--- config.mk ---
export PLATFORM = sky130hd
export DESIGN_NAME = alu_dispatch_flat
export DESIGN_NICKNAME = d
export VERILOG_FILES = /design/src/rtl/alu_dispatch_pkg.sv /design/src/rtl/alu_dispatch_if.sv /design/src/rtl/alu_dispatch_fwd.sv /design/src/rtl/alu_dispatch.sv /design/src/flat_wrapper.sv
export SDC_FILE = /design/constraint.sdc
export NUM_CORES = 1
export LEC_CHECK = 0
export BUFFER_PORTS_ARGS = -buffer_cell sky130_fd_sc_hd__buf_2
export CAP_MARGIN = 5
export CORE_MARGIN = 10
export CORE_UTILIZATION = 40
export CTS_CLUSTER_DIAMETER = 200
export DETAILED_ROUTE_END_ITERATION = 6
export PLACE_DENSITY = 0.84
export SYNTH_ARGS = -nofsm -noshare
export SYNTH_HDL_FRONTEND = slang
export SYNTH_HIERARCHICAL = 1
export SYNTH_SLANG_ARGS = --single-unit
--- constraint.sdc ---
create_clock -name clk -period 1.4 [get_ports clk]
set_input_delay 0.28 -clock clk [delete_from_list [all_inputs] [get_ports clk]]
set_output_delay 0.28 -clock clk [all_outputs]
set_load 0.02 [all_outputs]
--- src/rtl/alu_dispatch_pkg.sv ---
// alu_dispatch_pkg: shared types and constants for the ALU dispatcher.
//   - state_e    : dispatcher FSM states (IDLE, ISSUE, WAIT, RESP)
//   - F3_*       : RISC-V funct3 codes of the integer ALU ops
//   - XLEN       : datapath width
//   - REG_IDX_W  : register index width
//   - imm_fun7() : funct7 presented to the ALU for an I-type op
package alu_dispatch_pkg;

  localparam int XLEN      = 32;
  localparam int REG_IDX_W = 5;

  typedef enum logic [1:0] {
    ST_IDLE  = 2'd0,
    ST_ISSUE = 2'd1,
    ST_WAIT  = 2'd2,
    ST_RESP  = 2'd3
  } state_e;

  localparam logic [2:0] F3_ADDSUB = 3'b000;
  localparam logic [2:0] F3_SLL    = 3'b001;
  localparam logic [2:0] F3_SLT    = 3'b010;
  localparam logic [2:0] F3_SLTU   = 3'b011;
  localparam logic [2:0] F3_XOR    = 3'b100;
  localparam logic [2:0] F3_SRLA   = 3'b101;
  localparam logic [2:0] F3_OR     = 3'b110;
  localparam logic [2:0] F3_AND    = 3'b111;

  // Shift-immediates carry their funct7 in imm[11:5] (SRAI vs SRLI);
  // every other I-type op gets 0 so ADDI can never turn into a subtract.
  function automatic logic [6:0] imm_fun7(input logic [2:0] fun3,
                                          input logic [6:0] imm_hi);
    logic [6:0] f7;
    case (fun3)
      F3_SLL:  f7 = imm_hi;
      F3_SRLA: f7 = imm_hi;
      default: f7 = 7'd0;
    endcase
    return f7;
  endfunction

endpackage

--- src/rtl/alu_dispatch_if.sv ---
// alu_dispatch_if: op-issue and writeback handshake bundle of the dispatcher.
//   issue side    : in_valid/in_ready, in_fun7, in_fun3, in_rs1_val, in_rs2_val,
//                   in_rs1_idx, in_rs2_idx, in_rd, in_use_imm, in_imm
//   writeback side: out_valid/out_ready, out_rd, out_data, out_zero, out_neg
//   master modport: the decoder/writeback environment; slave: the dispatcher.
interface alu_dispatch_if;
  import alu_dispatch_pkg::*;

  logic                 in_valid;
  logic                 in_ready;
  logic [6:0]           in_fun7;
  logic [2:0]           in_fun3;
  logic [XLEN-1:0]      in_rs1_val;
  logic [XLEN-1:0]      in_rs2_val;
  logic [REG_IDX_W-1:0] in_rs1_idx;
  logic [REG_IDX_W-1:0] in_rs2_idx;
  logic [REG_IDX_W-1:0] in_rd;
  logic                 in_use_imm;
  logic [XLEN-1:0]      in_imm;

  logic                 out_valid;
  logic                 out_ready;
  logic [REG_IDX_W-1:0] out_rd;
  logic [XLEN-1:0]      out_data;
  logic                 out_zero;
  logic                 out_neg;

  modport master (
    output in_valid, in_fun7, in_fun3, in_rs1_val, in_rs2_val,
           in_rs1_idx, in_rs2_idx, in_rd, in_use_imm, in_imm, out_ready,
    input  in_ready, out_valid, out_rd, out_data, out_zero, out_neg
  );

  modport slave (
    input  in_valid, in_fun7, in_fun3, in_rs1_val, in_rs2_val,
           in_rs1_idx, in_rs2_idx, in_rd, in_use_imm, in_imm, out_ready,
    output in_ready, out_valid, out_rd, out_data, out_zero, out_neg
  );

endinterface

--- src/rtl/alu_dispatch_fwd.sv ---
// alu_dispatch_fwd: forward register holding the last completed result with
// rd != 0, plus the operand mux that substitutes it for stale register-file
// values at transfer time. Only built when ALU_DISPATCH_FWD_EN is defined.
//   clk, reset (async, active low)
//   upd_en/upd_rd/upd_data : result capture from the dispatcher
//   use_imm                : rs2 is an immediate, never forwarded
//   rs*_idx/rs*_val        : incoming operand indices and values
//   rs1_fwd/rs2_fwd        : operand values after forwarding
module alu_dispatch_fwd
  import alu_dispatch_pkg::*;
(
  input  logic                 clk,
  input  logic                 reset,
  input  logic                 upd_en,
  input  logic [REG_IDX_W-1:0] upd_rd,
  input  logic [XLEN-1:0]      upd_data,
  input  logic                 use_imm,
  input  logic [REG_IDX_W-1:0] rs1_idx,
  input  logic [REG_IDX_W-1:0] rs2_idx,
  input  logic [XLEN-1:0]      rs1_val,
  input  logic [XLEN-1:0]      rs2_val,
  output logic [XLEN-1:0]      rs1_fwd,
  output logic [XLEN-1:0]      rs2_fwd
);

  logic                 fwd_vld_q, fwd_vld_d;
  logic [REG_IDX_W-1:0] fwd_rd_q, fwd_rd_d;
  logic [XLEN-1:0]      fwd_data_q, fwd_data_d;

  // Forward register state
  always_ff @(posedge clk or negedge reset) begin
    if (!reset) begin
      fwd_vld_q  <= 1'b0;
      fwd_rd_q   <= {REG_IDX_W{1'b0}};
      fwd_data_q <= {XLEN{1'b0}};
    end else begin
      fwd_vld_q  <= fwd_vld_d;
      fwd_rd_q   <= fwd_rd_d;
      fwd_data_q <= fwd_data_d;
    end
  end

  // Writes to x0 are never kept, so index 0 can never match a forward
  always_comb begin
    fwd_vld_d  = fwd_vld_q;
    fwd_rd_d   = fwd_rd_q;
    fwd_data_d = fwd_data_q;
    if (upd_en && (upd_rd != {REG_IDX_W{1'b0}})) begin
      fwd_vld_d  = 1'b1;
      fwd_rd_d   = upd_rd;
      fwd_data_d = upd_data;
    end else begin
      fwd_vld_d  = fwd_vld_q;
    end
  end

  // Operand substitution
  always_comb begin
    rs1_fwd = rs1_val;
    rs2_fwd = rs2_val;
    if (fwd_vld_q && (rs1_idx == fwd_rd_q)) begin
      rs1_fwd = fwd_data_q;
    end else begin
      rs1_fwd = rs1_val;
    end
    if (fwd_vld_q && !use_imm && (rs2_idx == fwd_rd_q)) begin
      rs2_fwd = fwd_data_q;
    end else begin
      rs2_fwd = rs2_val;
    end
  end

endmodule

--- src/rtl/alu_dispatch.sv ---
// alu_dispatch: accepts one decoded ALU op, launches it on an external ALU,
// waits for completion and offers the result on a writeback handshake.
//   clk, reset (async, active low)
//   bus       : alu_dispatch_if.slave (issue + writeback handshakes)
//   alu_start/alu_fun7/alu_fun3/alu_rs1/alu_rs2 : to the ALU
//   alu_res/alu_zero/alu_neg/alu_busy           : from the ALU
// Optional feature: define ALU_DISPATCH_FWD_EN to forward the last completed
// result into matching source operands (alu_dispatch_fwd).
module alu_dispatch
  import alu_dispatch_pkg::*;
(
  input  logic            clk,
  input  logic            reset,
  alu_dispatch_if.slave   bus,
  output logic            alu_start,
  output logic [6:0]      alu_fun7,
  output logic [2:0]      alu_fun3,
  output logic [XLEN-1:0] alu_rs1,
  output logic [XLEN-1:0] alu_rs2,
  input  logic [XLEN-1:0] alu_res,
  input  logic            alu_zero,
  input  logic            alu_neg,
  input  logic            alu_busy
);

  state_e               state_q, state_d;
  logic [6:0]           fun7_q, fun7_d;
  logic [2:0]           fun3_q, fun3_d;
  logic [XLEN-1:0]      rs1_q, rs1_d;
  logic [XLEN-1:0]      rs2_q, rs2_d;
  logic [REG_IDX_W-1:0] rd_q, rd_d;
  logic [REG_IDX_W-1:0] out_rd_q, out_rd_d;
  logic [XLEN-1:0]      out_data_q, out_data_d;
  logic                 out_zero_q, out_zero_d;
  logic                 out_neg_q, out_neg_d;
  logic                 cap_en_s;
  logic [XLEN-1:0]      op_a_s, op_b_s;

  // Zero flag is recomputed locally from the (x0-masked) data
  logic unused_alu_zero_s;
  assign unused_alu_zero_s = alu_zero;

`ifdef ALU_DISPATCH_FWD_EN
  alu_dispatch_fwd u_fwd (
    .clk      (clk),
    .reset    (reset),
    .upd_en   (cap_en_s),
    .upd_rd   (rd_q),
    .upd_data (alu_res),
    .use_imm  (bus.in_use_imm),
    .rs1_idx  (bus.in_rs1_idx),
    .rs2_idx  (bus.in_rs2_idx),
    .rs1_val  (bus.in_rs1_val),
    .rs2_val  (bus.in_rs2_val),
    .rs1_fwd  (op_a_s),
    .rs2_fwd  (op_b_s)
  );
`else
  logic unused_idx_s;
  assign unused_idx_s = ^{bus.in_rs1_idx, bus.in_rs2_idx};
  assign op_a_s = bus.in_rs1_val;
  assign op_b_s = bus.in_rs2_val;
`endif

  // FSM state, latched op and captured result
  always_ff @(posedge clk or negedge reset) begin
    if (!reset) begin
      state_q    <= ST_IDLE;
      fun7_q     <= 7'd0;
      fun3_q     <= 3'd0;
      rs1_q      <= {XLEN{1'b0}};
      rs2_q      <= {XLEN{1'b0}};
      rd_q       <= {REG_IDX_W{1'b0}};
      out_rd_q   <= {REG_IDX_W{1'b0}};
      out_data_q <= {XLEN{1'b0}};
      out_zero_q <= 1'b0;
      out_neg_q  <= 1'b0;
    end else begin
      state_q    <= state_d;
      fun7_q     <= fun7_d;
      fun3_q     <= fun3_d;
      rs1_q      <= rs1_d;
      rs2_q      <= rs2_d;
      rd_q       <= rd_d;
      out_rd_q   <= out_rd_d;
      out_data_q <= out_data_d;
      out_zero_q <= out_zero_d;
      out_neg_q  <= out_neg_d;
    end
  end

  // Next state, op latch on transfer and result capture on ALU completion
  always_comb begin
    state_d    = state_q;
    fun7_d     = fun7_q;
    fun3_d     = fun3_q;
    rs1_d      = rs1_q;
    rs2_d      = rs2_q;
    rd_d       = rd_q;
    out_rd_d   = out_rd_q;
    out_data_d = out_data_q;
    out_zero_d = out_zero_q;
    out_neg_d  = out_neg_q;
    cap_en_s   = 1'b0;
    case (state_q)
      ST_IDLE: begin
        if (bus.in_valid) begin
          state_d = ST_ISSUE;
          fun3_d  = bus.in_fun3;
          rd_d    = bus.in_rd;
          rs1_d   = op_a_s;
          if (bus.in_use_imm) begin
            fun7_d = imm_fun7(bus.in_fun3, bus.in_imm[11:5]);
            rs2_d  = bus.in_imm;
          end else begin
            fun7_d = bus.in_fun7;
            rs2_d  = op_b_s;
          end
        end else begin
          state_d = ST_IDLE;
        end
      end
      ST_ISSUE: begin
        state_d = ST_WAIT;
      end
      ST_WAIT: begin
        if (!alu_busy) begin
          state_d  = ST_RESP;
          cap_en_s = 1'b1;
          out_rd_d = rd_q;
          // x0 is hard-wired: its result is discarded and reads as zero
          if (rd_q == {REG_IDX_W{1'b0}}) begin
            out_data_d = {XLEN{1'b0}};
            out_neg_d  = 1'b0;
          end else begin
            out_data_d = alu_res;
            out_neg_d  = alu_neg;
          end
          out_zero_d = (out_data_d == {XLEN{1'b0}});
        end else begin
          state_d = ST_WAIT;
        end
      end
      ST_RESP: begin
        if (bus.out_ready) begin
          state_d = ST_IDLE;
        end else begin
          state_d = ST_RESP;
        end
      end
      default: begin
        state_d = ST_IDLE;
      end
    endcase
  end

  assign bus.in_ready  = (state_q == ST_IDLE);
  assign bus.out_valid = (state_q == ST_RESP);
  assign bus.out_rd    = out_rd_q;
  assign bus.out_data  = out_data_q;
  assign bus.out_zero  = out_zero_q;
  assign bus.out_neg   = out_neg_q;

  assign alu_start = (state_q == ST_ISSUE);
  assign alu_fun7  = fun7_q;
  assign alu_fun3  = fun3_q;
  assign alu_rs1   = rs1_q;
  assign alu_rs2   = rs2_q;

endmodule
--- src/flat_wrapper.sv ---
// flat-port wrapper written by rule: the top's interface ports become plain ports
module alu_dispatch_flat import alu_dispatch_pkg::*;
  (clk, reset, alu_start, alu_fun7, alu_fun3, alu_rs1, alu_rs2, alu_res, alu_zero, alu_neg, alu_busy, bus_in_valid, bus_in_fun7, bus_in_fun3, bus_in_rs1_val, bus_in_rs2_val, bus_in_rs1_idx, bus_in_rs2_idx, bus_in_rd, bus_in_use_imm, bus_in_imm, bus_out_ready, bus_in_ready, bus_out_valid, bus_out_rd, bus_out_data, bus_out_zero, bus_out_neg);
  alu_dispatch_if bus_i ();
  input  logic clk;
  input  logic reset;
  output logic alu_start;
  output logic [6:0] alu_fun7;
  output logic [2:0] alu_fun3;
  output logic [XLEN-1:0] alu_rs1;
  output logic [XLEN-1:0] alu_rs2;
  input  logic [XLEN-1:0] alu_res;
  input  logic alu_zero;
  input  logic alu_neg;
  input  logic alu_busy;
  input wire logic [$bits(bus_i.in_valid)-1:0] bus_in_valid;
  input wire logic [$bits(bus_i.in_fun7)-1:0] bus_in_fun7;
  input wire logic [$bits(bus_i.in_fun3)-1:0] bus_in_fun3;
  input wire logic [$bits(bus_i.in_rs1_val)-1:0] bus_in_rs1_val;
  input wire logic [$bits(bus_i.in_rs2_val)-1:0] bus_in_rs2_val;
  input wire logic [$bits(bus_i.in_rs1_idx)-1:0] bus_in_rs1_idx;
  input wire logic [$bits(bus_i.in_rs2_idx)-1:0] bus_in_rs2_idx;
  input wire logic [$bits(bus_i.in_rd)-1:0] bus_in_rd;
  input wire logic [$bits(bus_i.in_use_imm)-1:0] bus_in_use_imm;
  input wire logic [$bits(bus_i.in_imm)-1:0] bus_in_imm;
  input wire logic [$bits(bus_i.out_ready)-1:0] bus_out_ready;
  output wire logic [$bits(bus_i.in_ready)-1:0] bus_in_ready;
  output wire logic [$bits(bus_i.out_valid)-1:0] bus_out_valid;
  output wire logic [$bits(bus_i.out_rd)-1:0] bus_out_rd;
  output wire logic [$bits(bus_i.out_data)-1:0] bus_out_data;
  output wire logic [$bits(bus_i.out_zero)-1:0] bus_out_zero;
  output wire logic [$bits(bus_i.out_neg)-1:0] bus_out_neg;
  assign bus_i.in_valid = bus_in_valid;
  assign bus_i.in_fun7 = bus_in_fun7;
  assign bus_i.in_fun3 = bus_in_fun3;
  assign bus_i.in_rs1_val = bus_in_rs1_val;
  assign bus_i.in_rs2_val = bus_in_rs2_val;
  assign bus_i.in_rs1_idx = bus_in_rs1_idx;
  assign bus_i.in_rs2_idx = bus_in_rs2_idx;
  assign bus_i.in_rd = bus_in_rd;
  assign bus_i.in_use_imm = bus_in_use_imm;
  assign bus_i.in_imm = bus_in_imm;
  assign bus_i.out_ready = bus_out_ready;
  assign bus_in_ready = bus_i.in_ready;
  assign bus_out_valid = bus_i.out_valid;
  assign bus_out_rd = bus_i.out_rd;
  assign bus_out_data = bus_i.out_data;
  assign bus_out_zero = bus_i.out_zero;
  assign bus_out_neg = bus_i.out_neg;
  alu_dispatch u_core (.clk(clk), .reset(reset), .bus(bus_i), .alu_start(alu_start), .alu_fun7(alu_fun7), .alu_fun3(alu_fun3), .alu_rs1(alu_rs1), .alu_rs2(alu_rs2), .alu_res(alu_res), .alu_zero(alu_zero), .alu_neg(alu_neg), .alu_busy(alu_busy));
endmodule
==> reports/metrics.csv <==
stage,metric,value,unit
status,outcome,"complete, but fails checks",
status,violated checks,negative setup slack,
power,peak supply drop,1.39,mV
power,Leak Pwr,4.09,nW
placement,pre-CTS WS,-0.00589,ns
clock_network,# clock sinks,120,
routing,antenna-violating nets left,0,
clock_network,Clock Latency Late Sink,0.41,ns
placement,GPL Wtd Cong,0.787,
clock_network,CTS H-Tree Depth,4,
finish,final instance area,7440,um^2
global_routing,pin count of the biggest net entering global routing,88,
job,max_cap viols,0,
finish,Diodes inserted,0,
yosys,Syn Area/Cell,10.7,um^2
routing,Routed WL per cell,18.3,um
finish,"Net count, final",906,
timing,Worst Tran Pin Value,0.369,ns
worst_setup_path,critical path data required time,1.74,ns
global_routing,Overflow after GRT,0,
die,std cell rows,40,
die,Die Y,131,um
global_routing,vias in the first global route,4591,
worst_setup_path,delay of the slowest critical-path stage,0.44,ns
worst_setup_path,Crit path max-delay family,buffers and inverters,
die,core area,12000,um^2
finish,# fillers,1009,
finish,Layout area overhead,51.0,%
routing,routed vias/inst,4.95,
global_routing,first-pass GRT wire length,23100,um
clock_network,Clock Pin Slew Worst Setup and Hold Paths,0.06,ns
timing,period utilization,106,%
worst_setup_path,Worst setup SP type,flop,
power,Pwr Density,2400,nW/um^2
timing,Final Hold Slack,0.0541,ns
finish,share of layout cells above drive strength 1,45.5,%
routing,DRC viols,0,
die,die area,17200,um^2
min_path,HP Class,primary input to flop,
yosys,"Seq/Total Area, Yosys",61.0,%
routing,first-pass detailed-route iteration total,4,
finish,FF+latch area,3010,um^2
worst_setup_path,arrival time worst endpoint,1.82,ns
worst_setup_path,"slowest stage cell, crit path",dfrtp_2,
min_path,hold depth,2,
clock_network,Clock Tree Root,clkbuf_16,
global_routing,initial antenna violation count,0,
yosys,Synth cell types,25,
timing,RSZ-0062 raised after global routing,yes,
routing,final wirelength,16500,um
worst_setup_path,critical path class,flop to flop,
worst_setup_path,Crit. End Element,flop,
timing,Max Clock Freq,0.676,GHz
timing,Tmin final,1.48,ns
global_routing,GRT Total Usage,17.3,%
clock_network,CTS tree,done,
die,Initial Util,41.0,%
timing,setup TNS,-1.18,ns
yosys,Post-Syn Nets,620,
worst_setup_path,stages on the worst setup path,7,
worst_setup_path,worst reg2reg path depth,7,
die,die width,131,um
worst_setup_path,worst path cell trace,buf_4 > nor2_4 > nand2_4 > a21oi_4 > buf_12 > clkbuf_16 > a22o_1,
finish,multi-input logic area,1750,um^2
yosys,Post-Syn Instances,459,
yosys,Mapped Area,4930,um^2
timing,Hold Fails Final Rpt,0,
worst_setup_path,CP bufs+invs,3,
timing,Slew HR,75.1,%
routing,DR vias,4480,
yosys,Yosys reg bits,120,
placement,hpwl dp,11400,um
timing,Pins Over Slew Limit,0,
timing,clock skew,0.00630,ns
yosys,Synth Warn #,6,
placement,Buffers on Ports,265,
die,io pins,277,
routing,initial DRC count,215,
clock_network,Clock Path Buffers,2,
clock_network,CTS Buf Count,17,
timing,final setup margin,-0.0799,ns
timing,Setup Viol. Count Final,36,
placement,Area after DPL,6460,um^2
worst_setup_path,crit-path max FO,8,
path summary, 6_finish.rpt:
kind,from,endpoint,slack (ns)
max in group asynchronous,reset,u_core/alu_rs1[22],0.61
hold reg to reg,u_core/alu_rs1[10],u_core/alu_rs1[10],0.47
setup reg to reg,u_core/state_q[0],u_core/bus.out_data[18],-0.08
hold / removal,bus_out_ready,u_core/state_q[1],0.05
setup / recovery,u_core/state_q[0],u_core/bus.out_data[18],-0.08
min in group asynchronous,reset,u_core/bus.out_data[4],0.30
synth_stat cells (all sizes together):
cell type	n	area, um^2
nand2	162	611
dfrtp	120	3000
o21ai	39	195
a22o	33	289
mux2i	32	320
buf	26	188
nor2b	9	56.3
nor4	8	50.1
a31oi	7	43.8
mux2	5	56.3
a21oi	4	31.3
clkbuf	4	15.0
nor2	3	21.3
nand4	2	12.5
and2	1	6.26
inv	1	3.75
nor3	1	10.0
o211ai	1	7.51
or2	1	6.26
sequential cells by signal, summed over array words and instances, names as in the netlist, 2 cells and up:
name and count:
u_core/alu_fun3 3, u_core/alu_fun7 7, u_core/alu_rs1 32, u_core/alu_rs2 32, u_core/bus.out_data 32, u_core/bus.out_rd 5
u_core/rd_q 5, u_core/state_q 2
worst reg2reg max path, delay by kind of cell, from the launching register on:
family,cells,cell delay [ns]
simple gates,2,0.21
flops,1,0.44
buf+inv,3,0.47
compound gates,2,0.30
per-stage QoR:
stage                     cells  power [mW]  utilization [%]
after floorplan             459        9.92                -
after CTS                   891        17.4             59.7
final                       905        17.9             61.9
after detailed placement    855        12.5             53.8
after global placement      855        12.3             53.8
after global routing        905        18.9             61.9
area by class of cell:
class	count	area share, %
clock inverters	12	2.34
repair buffers	297	25.1
well taps	147	2.47
flip-flops and latches	120	40.4
inverters	1	0.0505
clock buffers	20	6.14
multi-input cells	308	23.5
power breakdown:
| part | total, mW | internal, mW | leakage [nW] | switching [mW] |
|---|---|---|---|---|
| combinational | 7.36 | 2.91 | 2.28 | 4.46 |
| sequential | 5.90 | 5.05 | 1.51 | 0.856 |
| clock | 4.61 | 3.06 | 0.298 | 1.55 |
placed cells by master, fill, tap and decap left out, types with 8 or more instances in the layout:
cell type,count
buf_12,9
o21ai_1,9
nand2_1,159
nor2b_1,8
clkbuf_16,24
buf_4,11
mux2i_1,32
buf_2,261
a22o_1,33
dfrtp_1,118
nor4_1,8
o21ai_0,30
repair_timing:
| item | 4_1_cts | 5_1_grt |
|---|---|---|
| hold buffers | 1 | 0 |
| resized for setup | 15 | 13 |
| pin swaps | 3 | 4 |
| cloned | 0 | 11 |
| endpoints found under the hold margin | 14 | 0 |
| setup endpoints to repair | 3 | 120 |
| setup buffers | 3 | 3 |
metal layers:
layer  GRT usage (%)  up-vias  share of wire [%]
li1                -     2145                  -
met1            18.8     2124                 38
met2            29.1      186                 51
met3            7.53       25                9.4
met4            6.61        0                1.5
met5               0        -                  0
kinds of logic after synthesis:
group,synth area share (%)
simple gates,15.7
compound gates,11.5
mux,7.65
buf+inv,4.19
flops,61.0
Power figures use the tool's default switching activity.
